### src/rtl/axi_pkg.sv
// Shared AXI4 encodings and arbiter types for the core's master-port arbiter.
package axi_pkg;

    localparam logic [1:0] AXI_BURST_INCR  = 2'b01;

    localparam logic [2:0] AXI_SIZE_1      = 3'd0;
    localparam logic [2:0] AXI_SIZE_2      = 3'd1;
    localparam logic [2:0] AXI_SIZE_4      = 3'd2;

    localparam logic [1:0] AXI_RESP_OKAY   = 2'b00;
    localparam logic [1:0] AXI_RESP_EXOKAY = 2'b01;
    localparam logic [1:0] AXI_RESP_SLVERR = 2'b10;
    localparam logic [1:0] AXI_RESP_DECERR = 2'b11;

    typedef enum logic [2:0] {
        ST_IDLE    = 3'd0,
        ST_IFU_AR  = 3'd1,
        ST_IFU_R   = 3'd2,
        ST_LSU_AR  = 3'd3,
        ST_LSU_R   = 3'd4,
        ST_LSU_AWW = 3'd5,
        ST_LSU_B   = 3'd6
    } arb_state_e;

    typedef enum logic {
        REQ_IFU = 1'b0,
        REQ_LSU = 1'b1
    } req_e;

    // Anything other than OKAY is reported to the requester as an error;
    // this core never issues exclusive accesses, so EXOKAY is unexpected.
    function automatic logic resp_is_err(input logic [1:0] resp);
        return resp != AXI_RESP_OKAY;
    endfunction

endpackage

### src/rtl/axi_master_arbiter_rr_arb2.sv
// Two-way arbiter: round-robin on ties (or fixed priority to requester 1),
// remembering the last winner. Bit 0 is the IFU, bit 1 the LSU.
module rr_arb2
    import axi_pkg::*;
#(
    parameter bit RR_EN = 1'b1
) (
    input  logic       clock,
    input  logic       reset,
    input  logic       en_i,
    input  logic [1:0] req_i,
    output logic [1:0] gnt_o
);

    req_e last_q;
    req_e last_d;
    req_e winner;
    logic any_req;

    // Pick the winner from the current requests and the previous grant.
    always_comb begin
        // NOTE: every output of this block gets a default first, so no path leaves it unassigned and no latch is inferred.
        winner  = REQ_LSU;
        last_d  = last_q;
        any_req = en_i && (req_i != 2'b00);
        if (req_i[0] && req_i[1]) begin
            winner = (RR_EN && (last_q == REQ_LSU)) ? REQ_IFU : REQ_LSU;
        end else if (req_i[0]) begin
            winner = REQ_IFU;
        end
        if (any_req) begin
            last_d = winner;
        end
        gnt_o[0] = any_req && (winner == REQ_IFU);
        gnt_o[1] = any_req && (winner == REQ_LSU);
    end

    // Remember who won last; reset favours the LSU on the first tie.
    always_ff @(posedge clock or negedge reset) begin
        // NOTE: state registers use non-blocking assignments so every flop samples pre-edge values.
        if (!reset) begin
            last_q <= REQ_IFU;
        end else begin
            last_q <= last_d;
        end
    end

endmodule

### src/rtl/axi_master_arbiter.sv
// Shares one AXI4 master port between the IFU (reads) and the LSU (reads and
// writes). One single-beat transaction in flight; responses go back to the
// requester that issued it.
module axi_master_arbiter
    import axi_pkg::*;
#(
    parameter logic [3:0] IFU_ID = 4'd0,
    parameter logic [3:0] LSU_ID = 4'd1,
    parameter bit         RR_EN  = 1'b1
) (
    input  logic        clock,
    input  logic        reset,

    input  logic        ifu_req_valid,
    output logic        ifu_req_ready,
    input  logic [31:0] ifu_addr,
    output logic        ifu_resp_valid,
    output logic [31:0] ifu_resp_data,
    output logic        ifu_resp_err,

    input  logic        lsu_req_valid,
    output logic        lsu_req_ready,
    input  logic        lsu_req_wen,
    input  logic [31:0] lsu_addr,
    input  logic [2:0]  lsu_size,
    input  logic [31:0] lsu_wdata,
    input  logic [3:0]  lsu_wstrb,
    output logic        lsu_resp_valid,
    output logic [31:0] lsu_resp_rdata,
    output logic        lsu_resp_err,

    input  logic        io_master_awready,
    output logic        io_master_awvalid,
    output logic [31:0] io_master_awaddr,
    output logic [3:0]  io_master_awid,
    output logic [7:0]  io_master_awlen,
    output logic [2:0]  io_master_awsize,
    output logic [1:0]  io_master_awburst,

    input  logic        io_master_wready,
    output logic        io_master_wvalid,
    output logic [31:0] io_master_wdata,
    output logic [3:0]  io_master_wstrb,
    output logic        io_master_wlast,

    output logic        io_master_bready,
    input  logic        io_master_bvalid,
    input  logic [1:0]  io_master_bresp,
    input  logic [3:0]  io_master_bid,

    input  logic        io_master_arready,
    output logic        io_master_arvalid,
    output logic [31:0] io_master_araddr,
    output logic [3:0]  io_master_arid,
    output logic [7:0]  io_master_arlen,
    output logic [2:0]  io_master_arsize,
    output logic [1:0]  io_master_arburst,

    output logic        io_master_rready,
    input  logic        io_master_rvalid,
    input  logic [1:0]  io_master_rresp,
    input  logic [31:0] io_master_rdata,
    input  logic        io_master_rlast,
    input  logic [3:0]  io_master_rid
);

    arb_state_e  state_q;
    logic [31:0] addr_q;
    logic [2:0]  size_q;
    logic [3:0]  id_q;
    logic [31:0] wdata_q;
    logic [3:0]  wstrb_q;
    logic        arvalid_q, rready_q, awvalid_q, wvalid_q, bready_q;
    logic        aw_done_q, w_done_q;
    logic        ifu_resp_valid_q, ifu_resp_err_q;
    logic [31:0] ifu_resp_data_q;
    logic        lsu_resp_valid_q, lsu_resp_err_q;
    logic [31:0] lsu_resp_rdata_q;

    logic        arb_en;
    logic [1:0]  gnt;
    logic        aw_hs, w_hs;

    // Arbitrate only while idle and out of reset, so nothing is acknowledged during reset.
    assign arb_en = (state_q == ST_IDLE) && reset;

    rr_arb2 #(
        .RR_EN (RR_EN)
    ) u_rr_arb2 (
        .clock (clock),
        .reset (reset),
        .en_i  (arb_en),
        .req_i ({lsu_req_valid, ifu_req_valid}),
        .gnt_o (gnt)
    );

    // The accept pulse is the grant itself: the request fields are latched on this edge.
    assign ifu_req_ready = gnt[0];
    assign lsu_req_ready = gnt[1];

    assign aw_hs = awvalid_q && io_master_awready;
    assign w_hs  = wvalid_q && io_master_wready;

    // Transaction sequencer with all AXI valids/readies and responses registered.
    always_ff @(posedge clock or negedge reset) begin
        if (!reset) begin
            state_q          <= ST_IDLE;
            addr_q           <= '0;
            size_q           <= '0;
            id_q             <= '0;
            wdata_q          <= '0;
            wstrb_q          <= '0;
            arvalid_q        <= 1'b0;
            rready_q         <= 1'b0;
            awvalid_q        <= 1'b0;
            wvalid_q         <= 1'b0;
            bready_q         <= 1'b0;
            aw_done_q        <= 1'b0;
            w_done_q         <= 1'b0;
            ifu_resp_valid_q <= 1'b0;
            ifu_resp_err_q   <= 1'b0;
            ifu_resp_data_q  <= '0;
            lsu_resp_valid_q <= 1'b0;
            lsu_resp_err_q   <= 1'b0;
            lsu_resp_rdata_q <= '0;
        end else begin
            ifu_resp_valid_q <= 1'b0;
            lsu_resp_valid_q <= 1'b0;
            unique case (state_q)
                ST_IDLE: begin
                    if (gnt[0]) begin
                        addr_q    <= ifu_addr;
                        size_q    <= AXI_SIZE_4;
                        id_q      <= IFU_ID;
                        wdata_q   <= '0;
                        wstrb_q   <= '0;
                        arvalid_q <= 1'b1;
                        state_q   <= ST_IFU_AR;
                    end else if (gnt[1]) begin
                        addr_q  <= lsu_addr;
                        size_q  <= lsu_size;
                        id_q    <= LSU_ID;
                        wdata_q <= lsu_wdata;
                        wstrb_q <= lsu_wstrb;
                        if (lsu_req_wen) begin
                            awvalid_q <= 1'b1;
                            wvalid_q  <= 1'b1;
                            aw_done_q <= 1'b0;
                            w_done_q  <= 1'b0;
                            state_q   <= ST_LSU_AWW;
                        end else begin
                            arvalid_q <= 1'b1;
                            state_q   <= ST_LSU_AR;
                        end
                    end
                end
                ST_IFU_AR, ST_LSU_AR: begin
                    if (io_master_arready) begin
                        arvalid_q <= 1'b0;
                        rready_q  <= 1'b1;
                        state_q   <= (state_q == ST_IFU_AR) ? ST_IFU_R : ST_LSU_R;
                    end
                end
                ST_IFU_R: begin
                    if (io_master_rvalid) begin
                        rready_q         <= 1'b0;
                        state_q          <= ST_IDLE;
                        ifu_resp_valid_q <= 1'b1;
                        ifu_resp_data_q  <= io_master_rdata;
                        ifu_resp_err_q   <= resp_is_err(io_master_rresp) ||
                                            (io_master_rid != IFU_ID) || !io_master_rlast;
                    end
                end
                ST_LSU_R: begin
                    if (io_master_rvalid) begin
                        rready_q         <= 1'b0;
                        state_q          <= ST_IDLE;
                        lsu_resp_valid_q <= 1'b1;
                        lsu_resp_rdata_q <= io_master_rdata;
                        lsu_resp_err_q   <= resp_is_err(io_master_rresp) ||
                                            (io_master_rid != LSU_ID) || !io_master_rlast;
                    end
                end
                ST_LSU_AWW: begin
                    if (aw_hs) begin
                        awvalid_q <= 1'b0;
                        aw_done_q <= 1'b1;
                    end
                    if (w_hs) begin
                        wvalid_q <= 1'b0;
                        w_done_q <= 1'b1;
                    end
                    if ((aw_done_q || aw_hs) && (w_done_q || w_hs)) begin
                        bready_q <= 1'b1;
                        state_q  <= ST_LSU_B;
                    end
                end
                ST_LSU_B: begin
                    if (io_master_bvalid) begin
                        bready_q         <= 1'b0;
                        state_q          <= ST_IDLE;
                        lsu_resp_valid_q <= 1'b1;
                        lsu_resp_rdata_q <= '0;
                        lsu_resp_err_q   <= resp_is_err(io_master_bresp) ||
                                            (io_master_bid != LSU_ID);
                    end
                end
                default: begin
                    state_q <= ST_IDLE;
                end
            endcase
        end
    end

    assign io_master_arvalid = arvalid_q;
    assign io_master_araddr  = addr_q;
    assign io_master_arid    = id_q;
    assign io_master_arsize  = size_q;
    assign io_master_arlen   = 8'd0;
    assign io_master_arburst = AXI_BURST_INCR;
    assign io_master_rready  = rready_q;

    assign io_master_awvalid = awvalid_q;
    assign io_master_awaddr  = addr_q;
    assign io_master_awid    = id_q;
    assign io_master_awsize  = size_q;
    assign io_master_awlen   = 8'd0;
    assign io_master_awburst = AXI_BURST_INCR;

    assign io_master_wvalid  = wvalid_q;
    assign io_master_wdata   = wdata_q;
    assign io_master_wstrb   = wstrb_q;
    assign io_master_wlast   = wvalid_q;
    assign io_master_bready  = bready_q;

    assign ifu_resp_valid = ifu_resp_valid_q;
    assign ifu_resp_data  = ifu_resp_data_q;
    assign ifu_resp_err   = ifu_resp_err_q;
    assign lsu_resp_valid = lsu_resp_valid_q;
    assign lsu_resp_rdata = lsu_resp_rdata_q;
    assign lsu_resp_err   = lsu_resp_err_q;

endmodule

### config.mk
export PLATFORM = sky130hd
export DESIGN_NAME = axi_master_arbiter
export DESIGN_NICKNAME = d
export VERILOG_FILES = /design/src/rtl/axi_pkg.sv /design/src/rtl/axi_master_arbiter_rr_arb2.sv /design/src/rtl/axi_master_arbiter.sv
export SDC_FILE = /design/constraint.sdc
export NUM_CORES = 1
export LEC_CHECK = 0
export ABC_CLOCK_PERIOD_IN_PS = 5250
export CORE_AREA = 2 2 143 145
export CTS_CLUSTER_SIZE = 14
export DETAILED_ROUTE_END_ITERATION = 12
export DIE_AREA = 0 0 145 147
export GPL_ROUTABILITY_DRIVEN = 0
export HOLD_SLACK_MARGIN = 0.06
export PLACE_DENSITY = 0.8
export SLEW_MARGIN = 20
export SYNTH_ARGS = -nofsm -noshare
export SYNTH_HDL_FRONTEND = slang
export SYNTH_HIERARCHICAL = 1
export SYNTH_SLANG_ARGS = --single-unit
### constraint.sdc
create_clock -name clock -period 5.25 [get_ports clock]
set_input_delay 1.05 -clock clock [delete_from_list [all_inputs] [get_ports clock]]
set_output_delay 1.05 -clock clock [all_outputs]
set_load 0.05 [all_outputs]
==> impl_metrics.json, run 1 <==
{
  "fin_hold_ws_ps": 484,
  "finClkSkew_ps": 9.13,
  "final_cell_mix": "340 x clkdlybuf4s50_1, 151 x dfrtp_1, 70 x a22o_1",
  "numCtsBuffers": 17,
  "min_from": "ifu_resp_data[3]$_DFFE_PN0P_",
  "internal_power_mw": 3.95,
  "ctsRootBufferMaster": "clkbuf_16",
  "wl_per_cell_um": 17.2,
  "crit_arrival_ps": 2940,
  "synth_area_mm2": 0.00649,
  "cp-end-kind": "output port",
  "die_w_um": 145,
  "cts_sinks": 151,
  "fin_nets": 984,
  "highest_layer": "met4",
  "instances_no_fill": 1109,
  "combPwrFrac": 0.595,
  "dr.pass1.iters": 4,
  "p_clk_frac": 0.146,
  "rows": 52,
  "vias": 5127,
  "grt_pass1_wl_mm": 29.5,
  "cts.repair.resized": 0,
  "met1_length_mm": 8.02,
  "rr_startpoint": "state_q[0]$_DFFE_PN0P_",
  "coreArea_mm2": 0.0198,
  "final_common_cell": "clkdlybuf4s50_1",
  "port_buffers": 341,
  "ys_warn_count": 6,
  "p_leak_nw": 4.42,
  "nFillCells": 1733,
  "dieArea_mm2": 0.0213,
  "seq_power_share": 0.259,
  "fin_setup_tns_ps": 0,
  "slew_headroom": 0.457,
  "utilization": 0.522,
  "drt_iter0_drc": 230,
  "die_y_um": 147,
  "insertion_delay_ps": 410,
  "h-tree-depth": 4,
  "finalCritPeriodShare": 0.761,
  "cp-startpoint": "reset",
  "worst_slew_pin_slew_ps": 812,
  "cts_tree": "yes",
  "path_clk_slew_ps": 60,
  "postSynthAreaPerCell_um2": 12.3,
  "ys_seq_area_frac": 0.582,
  "cap_violations": 0,
  "cts_buffer_depth": 2,
  "fin_crit_ps": 3990,
  "placedCellCount": 1077,
  "synth_cell_types": 41,
  "setup.worst_path.start_class": "input pin",
  "synth_edf_count": 0,
  "antenna_found_initial": 0,
  "wl_met3_mm": 1.09,
  "met2WireLength_mm": 9.67,
  "critPathMaxFanout": 52,
  "finalHoldViolCount": 0,
  "overflow": 0,
  "peakVddDrop_v": 0.000363,
  "setup_viol": 0,
  "drt_wl_total_mm": 19.1,
  "first_global_vias": 5201,
  "drive_above_1_share": 0.0644,
  "rsz0062_at_grt": "false",
  "p_sw_mw": 4.00,
  "fmaxAchievable_mhz": 250,
  "synthFlopType": "dfrtp_1",
  "postCtsSetupBuffers": 0,
  "slew_viol_final": 0,
  "grtUsageTotal": 0.174,
  "critPathKind": "input pin to output port",
  "syn-instance-count": 530,
  "dp_hpwl_mm": 14.0,
  "power.density_mw_per_mm2": 767,
  "boundaryPins": 368,
  "rrSetupSlack_ps": 2090,
  "drc": 0,
  "postRouteAntennaNets": 0,
  "area_delta_synth_final_pct": 59.5,
  "cts_hold_buffers": 0,
  "switching_share": 0.503,
  "ys_ff_latch": 151,
  "diodes": 0,
  "via_per_inst": 4.62,
  "synthArstFlopShare": 1.00,
  "min_path_type": "flop to flop",
  "grt_max_degree": 76,
  "required_ps": 4200,
  "outcome": "finished, final reports clean",
  "power_mw": 7.95,
  "start_util": 0.327
}
## flip-flops by register name, indices dropped and copies added (netlist names), 3 cells and up
signal and flops:
io_master_wdata 32, io_master_araddr 32, ifu_resp_data 32, state_q 3, io_master_arsize 3, lsu_resp_rdata 32, io_master_wstrb 4
## power by group through the flow
stage | clock (mW) | combinational [mW] | sequential [mW]
floorplan | 0 | 1.59 | 3.73
global placement | 0 | 4.70 | 2.06
detailed placement | 0 | 4.77 | 2.07
CTS | 1.20 | 4.76 | 2.06
global route | 1.26 | 4.91 | 2.13
finish | 1.16 | 4.73 | 2.06
## kinds of logic (layout without fill, tap and decap cells)
group                  Yosys count  after routing  synth area share
AO/OA/AOI/OAI                  133            133             0.148
XOR/XNOR                         1              1           0.00135
buffers and inverters          104            389             0.106
flip-flops                     151            151             0.582
multiplexers                    65             65             0.106
other                            2             26           0.00116
AND/OR/NAND/NOR                 74             74            0.0549
## critical path, stage by stage
cell and delay (ps):
buf_6 370, and2_1 270, nand2_1 100, a21oi_1 120, buf_4 170, clkdlybuf4s50_1 810
## metrics by stage
step                worst slack (ps)  instance area, µm²
floorplan                       2020                6580
global placement                1280                9800
detailed placement              1230                9800
CTS                             1230               10400
global route                    1050               10400
finish                          1260               10400
## final cells by class
class	count	area [µm²]	share of cell area
Timing Repair Buffer	350	3490	0.337
Sequential cell	151	3780	0.365
Inverter	7	26.3	0.00254
Clock inverter	13	110	0.0106
Clock buffer	19	453	0.0437
Multi-Input combinational cell	299	2160	0.208
Tap cell	270	338	0.0326
## Yosys cell counts (all sizes together) (2+ instances only)
library cell  count  share of area
a21o              4         0.0046
a21oi            11         0.0091
a22o             70          0.094
and2              2         0.0019
and3              3         0.0029
and3b             2         0.0027
buf              92          0.099
clkbuf            5         0.0029
conb              2         0.0012
dfrtp           151           0.58
inv               6         0.0035
mux2             32          0.055
mux2i            33          0.051
nand2            45          0.026
nand3b            3         0.0035
nor2              9         0.0052
nor3              2         0.0031
o21ai            41          0.032
## path summary, 6_finish.rpt
path / to / cells past startpoint
worst max-delay path: lsu_req_ready / 6
worst min-delay path: ifu_resp_data[3]$_DFFE_PN0P_ / 1
worst max register to register: state_q[2]$_DFFE_PN0P_ / 9
worst min register to register: ifu_resp_data[3]$_DFFE_PN0P_ / 1
max in group asynchronous: io_master_araddr[8]$_DFFE_PN0P_ / 2
min in group asynchronous: lsu_resp_rdata[20]$_DFFE_PN0P_ / 1
## metal layers
metal  up-vias  GRT usage
li1       2382          -
met1      2533      0.221
met2       190      0.295
met3        22     0.0457
met4         0     0.0525
met5         -          0
(Power assumes the default switching activity.)
==> inputs of run 2 (changes only) <==
Settings changed: ABC_CLOCK_PERIOD_IN_PS 5250 to 3900, CORE_AREA 2 2 143 145 to unset, CORE_ASPECT_RATIO set to 0.6, CORE_UTILIZATION set to 39, DIE_AREA 0 0 145 147 to unset, PLACE_DENSITY 0.8 to 0.91.
Clock period 5.25 ns to 3.9 ns, I/O delays scaled along.
==> run 2 against run 1 <==
Compared with the run above: register-to-register slack worse by 1200 ps; core utilization up 11 points; sequential power up 35%; cell area down 0.34%; first-iteration DRC count up 16%.
==> impl_metrics.json, run 2 (same netlist as run 1, synthesis figures left out) <==
{
  "outcome": "finished, final reports clean",
  "port_buffers": 341,
  "dr.pass1.iters": 4,
  "cts.repair.resized": 0,
  "fin_nets": 983,
  "final_common_cell": "clkdlybuf4s50_1",
  "placedCellCount": 1034,
  "crit_arrival_ps": 2490,
  "cts_sinks": 151,
  "vias": 5067,
  "critPathKind": "flop to output port",
  "insertion_delay_ps": 410,
  "min_path_type": "flop to flop",
  "postCtsSetupBuffers": 0,
  "area_delta_synth_final_pct": 59.0,
  "finalCritPeriodShare": 0.839,
  "p_leak_nw": 4.44,
  "fin_crit_ps": 3270,
  "rrSetupSlack_ps": 890,
  "fin_setup_tns_ps": 0,
  "slew_viol_final": 0,
  "met3_usage": 0.0775,
  "power.density_mw_per_mm2": 1040,
  "top_usage_layer": "met2",
  "rsz0062_at_grt": "false",
  "crit_chain": "nor3_2, and2_1, nand2_1, a21oi_1, buf_12",
  "wl_per_cell_um": 17.6,
  "worst_slew_pin_slew_ps": 954,
  "antenna_found_initial": 1,
  "critPathMaxFanout": 15,
  "cap_violations": 0,
  "path_clk_slew_ps": 60,
  "numCtsBuffers": 17,
  "use_met1": 0.266,
  "instances_no_fill": 1065,
  "grt_pass1_wl_mm": 28.2,
  "setup.worst_path.start_class": "flop",
  "rr_endpoint": "io_master_wdata[5]$_DFFE_PN0P_",
  "rows": 36,
  "cp-startpoint": "state_q[0]$_DFFE_PN0P_",
  "drt_wl_total_mm": 18.7,
  "drc": 0,
  "drt_iter0_drc": 266,
  "h-tree-depth": 4,
  "dp_hpwl_mm": 13.8,
  "cp-endpoint": "lsu_req_ready",
  "postRouteAntennaNets": 0,
  "finClkSkew_ps": 12.1,
  "ctsRootBufferMaster": "clkbuf_16",
  "setup_viol": 0,
  "slew_headroom": 0.362,
  "cts_hold_buffers": 0,
  "die_w_um": 169,
  "rr_startpoint": "state_q[0]$_DFFE_PN0P_",
  "diodes": 0,
  "dieArea_mm2": 0.0172,
  "max_stage_delay_ps": 580,
  "utilization": 0.635,
  "start_util": 0.399,
  "rr_worst_depth": 7,
  "fmaxAchievable_mhz": 306,
  "via_per_inst": 4.76,
  "peakVddDrop_v": 0.000607,
  "cpMaxStageDelayCell": "dfrtp_1",
  "cp-end-kind": "output port",
  "overflow": 0,
  "grtUsageTotal": 0.215,
  "final_cell_mix": "338 x clkdlybuf4s50_1, 151 x dfrtp_1, 70 x a22o_1",
  "boundaryPins": 368,
  "cts_buffer_depth": 2,
  "coreArea_mm2": 0.0163,
  "die_y_um": 102,
  "grt_use_met2": 0.361,
  "finalHoldViolCount": 0,
  "cts_tree": "yes",
  "drive_above_1_share": 0.0657,
  "required_ps": 3120,
  "fin_hold_ws_ps": 483,
  "grt_max_degree": 152,
  "first_global_vias": 5081
}
-- run 2: changes by cell type in the layout (fill, tap and decap cells not counted), sizes merged --
cell	change
clkinvlp	-2
inv	+1
clkinv	+1
clkbuf	-2
buf	+1
bufinv	+1
clkdlybuf4s50	-2
-- run 2: final cells by class --
cell class                      count  area [µm²]
Clock buffer                       17         425
Clock inverter                     14         141
Fill cell                        1268        5940
Inverter                            7        26.3
Multi-Input combinational cell    299        2160
Sequential cell                   151        3780
Tap cell                          228         285
Timing Repair Buffer              349        3510
-- run 2: power breakdown --
group | leakage (nW) | internal [mW] | switching (mW)
clock network | 0.271 | 0.895 | 0.701
registers | 1.90 | 2.28 | 0.511
logic | 2.27 | 2.17 | 4.17
-- run 2: worst max-delay path: cells and delay by family, from the launching register on --
| family | cells | cell delay (ps) |
|---|---|---|
| and+or+nand+nor | 3 | 740 |
| DFF | 1 | 580 |
| AOI/OAI and AO/OA | 1 | 550 |
| buffers and inverters | 1 | 220 |
-- run 2: layer usage --
| metal | wire [µm] | vias to the layer above |
|---|---|---|
| met4 | 167 | 0 |
| met1 | 7780 | 2496 |
| met2 | 9300 | 185 |
| li1 | - | 2374 |
| met3 | 1490 | 12 |
| met5 | 0 | - |
-- run 2: worst min path at each step --
stage,endpoint,slack [ps],depth (start not counted),startpoint
floorplan,aw_done_q$_DFFE_PN0P_,450,1,aw_done_q$_DFFE_PN0P_
global placement,ifu_resp_data[1]$_DFFE_PN0P_,470,1,ifu_resp_data[1]$_DFFE_PN0P_
finish,ifu_resp_data[25]$_DFFE_PN0P_,480,1,ifu_resp_data[25]$_DFFE_PN0P_
detailed placement,ifu_resp_data[25]$_DFFE_PN0P_,470,1,ifu_resp_data[25]$_DFFE_PN0P_
global route,ifu_resp_data[11]$_DFFE_PN0P_,500,1,ifu_resp_data[11]$_DFFE_PN0P_
CTS,ifu_resp_data[25]$_DFFE_PN0P_,490,1,ifu_resp_data[25]$_DFFE_PN0P_
-- run 2: metrics by stage --
step | instance area, µm² | worst slack [ps] | total power [mW]
after floorplan | 6580 | 941 | 7.17
after global placement | 9760 | 824 | 9.06
after detailed placement | 9760 | 751 | 9.19
after CTS | 10300 | 605 | 10.8
after global routing | 10300 | 481 | 11.2
final | 10300 | 630 | 10.7
==> inputs of run 3 (changes only) <==
Settings changed: ABC_CLOCK_PERIOD_IN_PS 3900 to 3100.
Clock period 3.9 ns to 3.1 ns, I/O delays scaled along.
==> run 3 against run 2 <==
Compared with the run above: final cell count up 0.28%; critical endpoint is now ifu_req_ready; cell area up 0.80%; hold slack got worse by 97 ps; highest routed layer unchanged.
==> impl_metrics.json, run 3 (same netlist as run 1, synthesis figures left out) <==
{
  "ctsRootBufferMaster": "clkbuf_16",
  "area_delta_synth_final_pct": 60.3,
  "insertion_delay_ps": 410,
  "p_sw_mw": 6.87,
  "p_clk_frac": 0.157,
  "fin_setup_tns_ps": 0,
  "die_y_um": 102,
  "grt_use_met2": 0.376,
  "numCtsBuffers": 17,
  "rsz0062_at_grt": "false",
  "path_clk_slew_ps": 70,
  "setup.worst_path.start_class": "flop",
  "dieArea_mm2": 0.0172,
  "drive_above_1_share": 0.0690,
  "fin_crit_ps": 2820,
  "critPathMaxFanout": 15,
  "cp-end-kind": "output port",
  "crit_arrival_ps": 2200,
  "top_usage_layer": "met2",
  "grtUsageTotal": 0.224,
  "p_leak_nw": 4.49,
  "outcome": "finished, final reports clean",
  "drt_iter0_drc": 211,
  "rows": 36,
  "fmaxAchievable_mhz": 354,
  "cts.repair.resized": 0,
  "nFillCells": 1269,
  "rr_startpoint": "state_q[0]$_DFFE_PN0P_",
  "diodes": 0,
  "met3_usage": 0.0709,
  "seq_power_share": 0.257,
  "final_common_cell": "clkdlybuf4s50_1",
  "setup_viol": 0,
  "h-tree-depth": 4,
  "antenna_found_initial": 0,
  "finClkSkew_ps": 11.6,
  "use_met1": 0.281,
  "switching_share": 0.500,
  "multiInputGateArea_mm2": 0.00216,
  "cap_violations": 0,
  "cpMaxStageDelayCell": "dfrtp_1",
  "dp_hpwl_mm": 14.3,
  "postRouteAntennaNets": 0,
  "cts_tree": "yes",
  "grt_max_degree": 152,
  "start_util": 0.399,
  "crit_chain": "nor3_2, and2_1, nand2_1, a21oi_4, buf_12",
  "boundaryPins": 368,
  "power.density_mw_per_mm2": 1320,
  "coreArea_mm2": 0.0163,
  "peakVddDrop_v": 0.000880,
  "internal_power_mw": 6.86,
  "max_stage_delay_ps": 580,
  "first_global_vias": 5207,
  "cts_sinks": 151,
  "required_ps": 2480,
  "dr.pass1.iters": 4,
  "port_buffers": 341,
  "postCtsSetupBuffers": 0,
  "cp-startpoint": "state_q[0]$_DFFE_PN0P_",
  "ff_latch_area_mm2": 0.00378,
  "vias": 5062,
  "grt_pass1_wl_mm": 29.2,
  "min_path_type": "input pin to asynchronous set/reset pin",
  "critPathKind": "flop to output port",
  "drt_wl_total_mm": 19.3,
  "final_cell_mix": "338 x clkdlybuf4s50_1, 151 x dfrtp_1, 70 x a22o_1",
  "fin_nets": 985,
  "slew_headroom": 0.470,
  "power_mw": 13.7,
  "die_w_um": 169,
  "via_per_inst": 4.74,
  "cts_buffer_depth": 2,
  "wl_per_cell_um": 18.0,
  "worst_slew_pin_slew_ps": 795,
  "cts_hold_buffers": 0,
  "slew_viol_final": 0,
  "finalHoldViolCount": 0,
  "drc": 0,
  "overflow": 0,
  "combPwrFrac": 0.586,
  "finalCritPeriodShare": 0.910
}
## run 3: changes by cell type in the layout (fill, tap and decap cells not counted), sizes merged
cell	change
clkinvlp	-3
inv	+3
buf	+2
bufinv	+1
## run 3: final timing paths
kind / endpoint / slack, ps / depth (start not counted)
worst max-delay path: ifu_req_ready / 280 / 5
max in group asynchronous: io_master_araddr[29]$_DFFE_PN0P_ / 2120 / 2
worst max register to register: io_master_wdata[1]$_DFFE_PN0P_ / 540 / 8
worst min-delay path: ifu_resp_data[18]$_DFFE_PN0P_ / 390 / 2
worst min register to register: aw_done_q$_DFFE_PN0P_ / 480 / 1
min in group clock: aw_done_q$_DFFE_PN0P_ / 480 / 1
## run 3: per-stage QoR
step | setup slack (ps) | area (µm²) | cells | hold WS [ps] | utilization
finish | 278 | 10400 | 1068 | 385 | 0.640
global route | 105 | 10400 | 1068 | 452 | 0.640
CTS | 256 | 10400 | 1068 | 430 | 0.640
detailed placement | 566 | 9800 | 1036 | 467 | 0.603
global placement | 648 | 9800 | 1036 | 463 | 0.603
floorplan | 236 | 6580 | 554 | 324 | -
## run 3: cell type report
cell class	instances	area share
Inverter	7	0.00252
Sequential cell	151	0.363
Clock buffer	17	0.0409
Clock inverter	15	0.0177
Tap cell	228	0.0274
Multi-Input combinational cell	299	0.208
Timing Repair Buffer	351	0.341
## run 3: worst max-delay path, delay by kind of cell, from the launching register on
| family | cells | cell delay (ps) |
|---|---|---|
| buffers and inverters | 1 | 190 |
| flip-flops | 1 | 580 |
| AND/OR/NAND/NOR | 3 | 720 |
| AO/OA/AOI/OAI | 1 | 300 |
## run 3: power by group through the flow
| stage | logic (mW) | registers (mW) | clock network (mW) |
|---|---|---|---|
| 3_3_place_gp | 7.96 | 3.50 | 0 |
| 3_5_place_dp | 8.10 | 3.52 | 0 |
| 5_1_grt | 8.40 | 3.64 | 2.30 |
| 4_1_cts | 8.11 | 3.52 | 2.21 |
| 6_report | 8.05 | 3.52 | 2.16 |
| 2_1_floorplan | 2.70 | 6.32 | 0 |
## run 3: per-layer routing
layer	part of all wire	wire length, µm
met5	0	0
met4	0.012	240
met3	0.073	1400
met2	0.49	9440
met1	0.42	8170
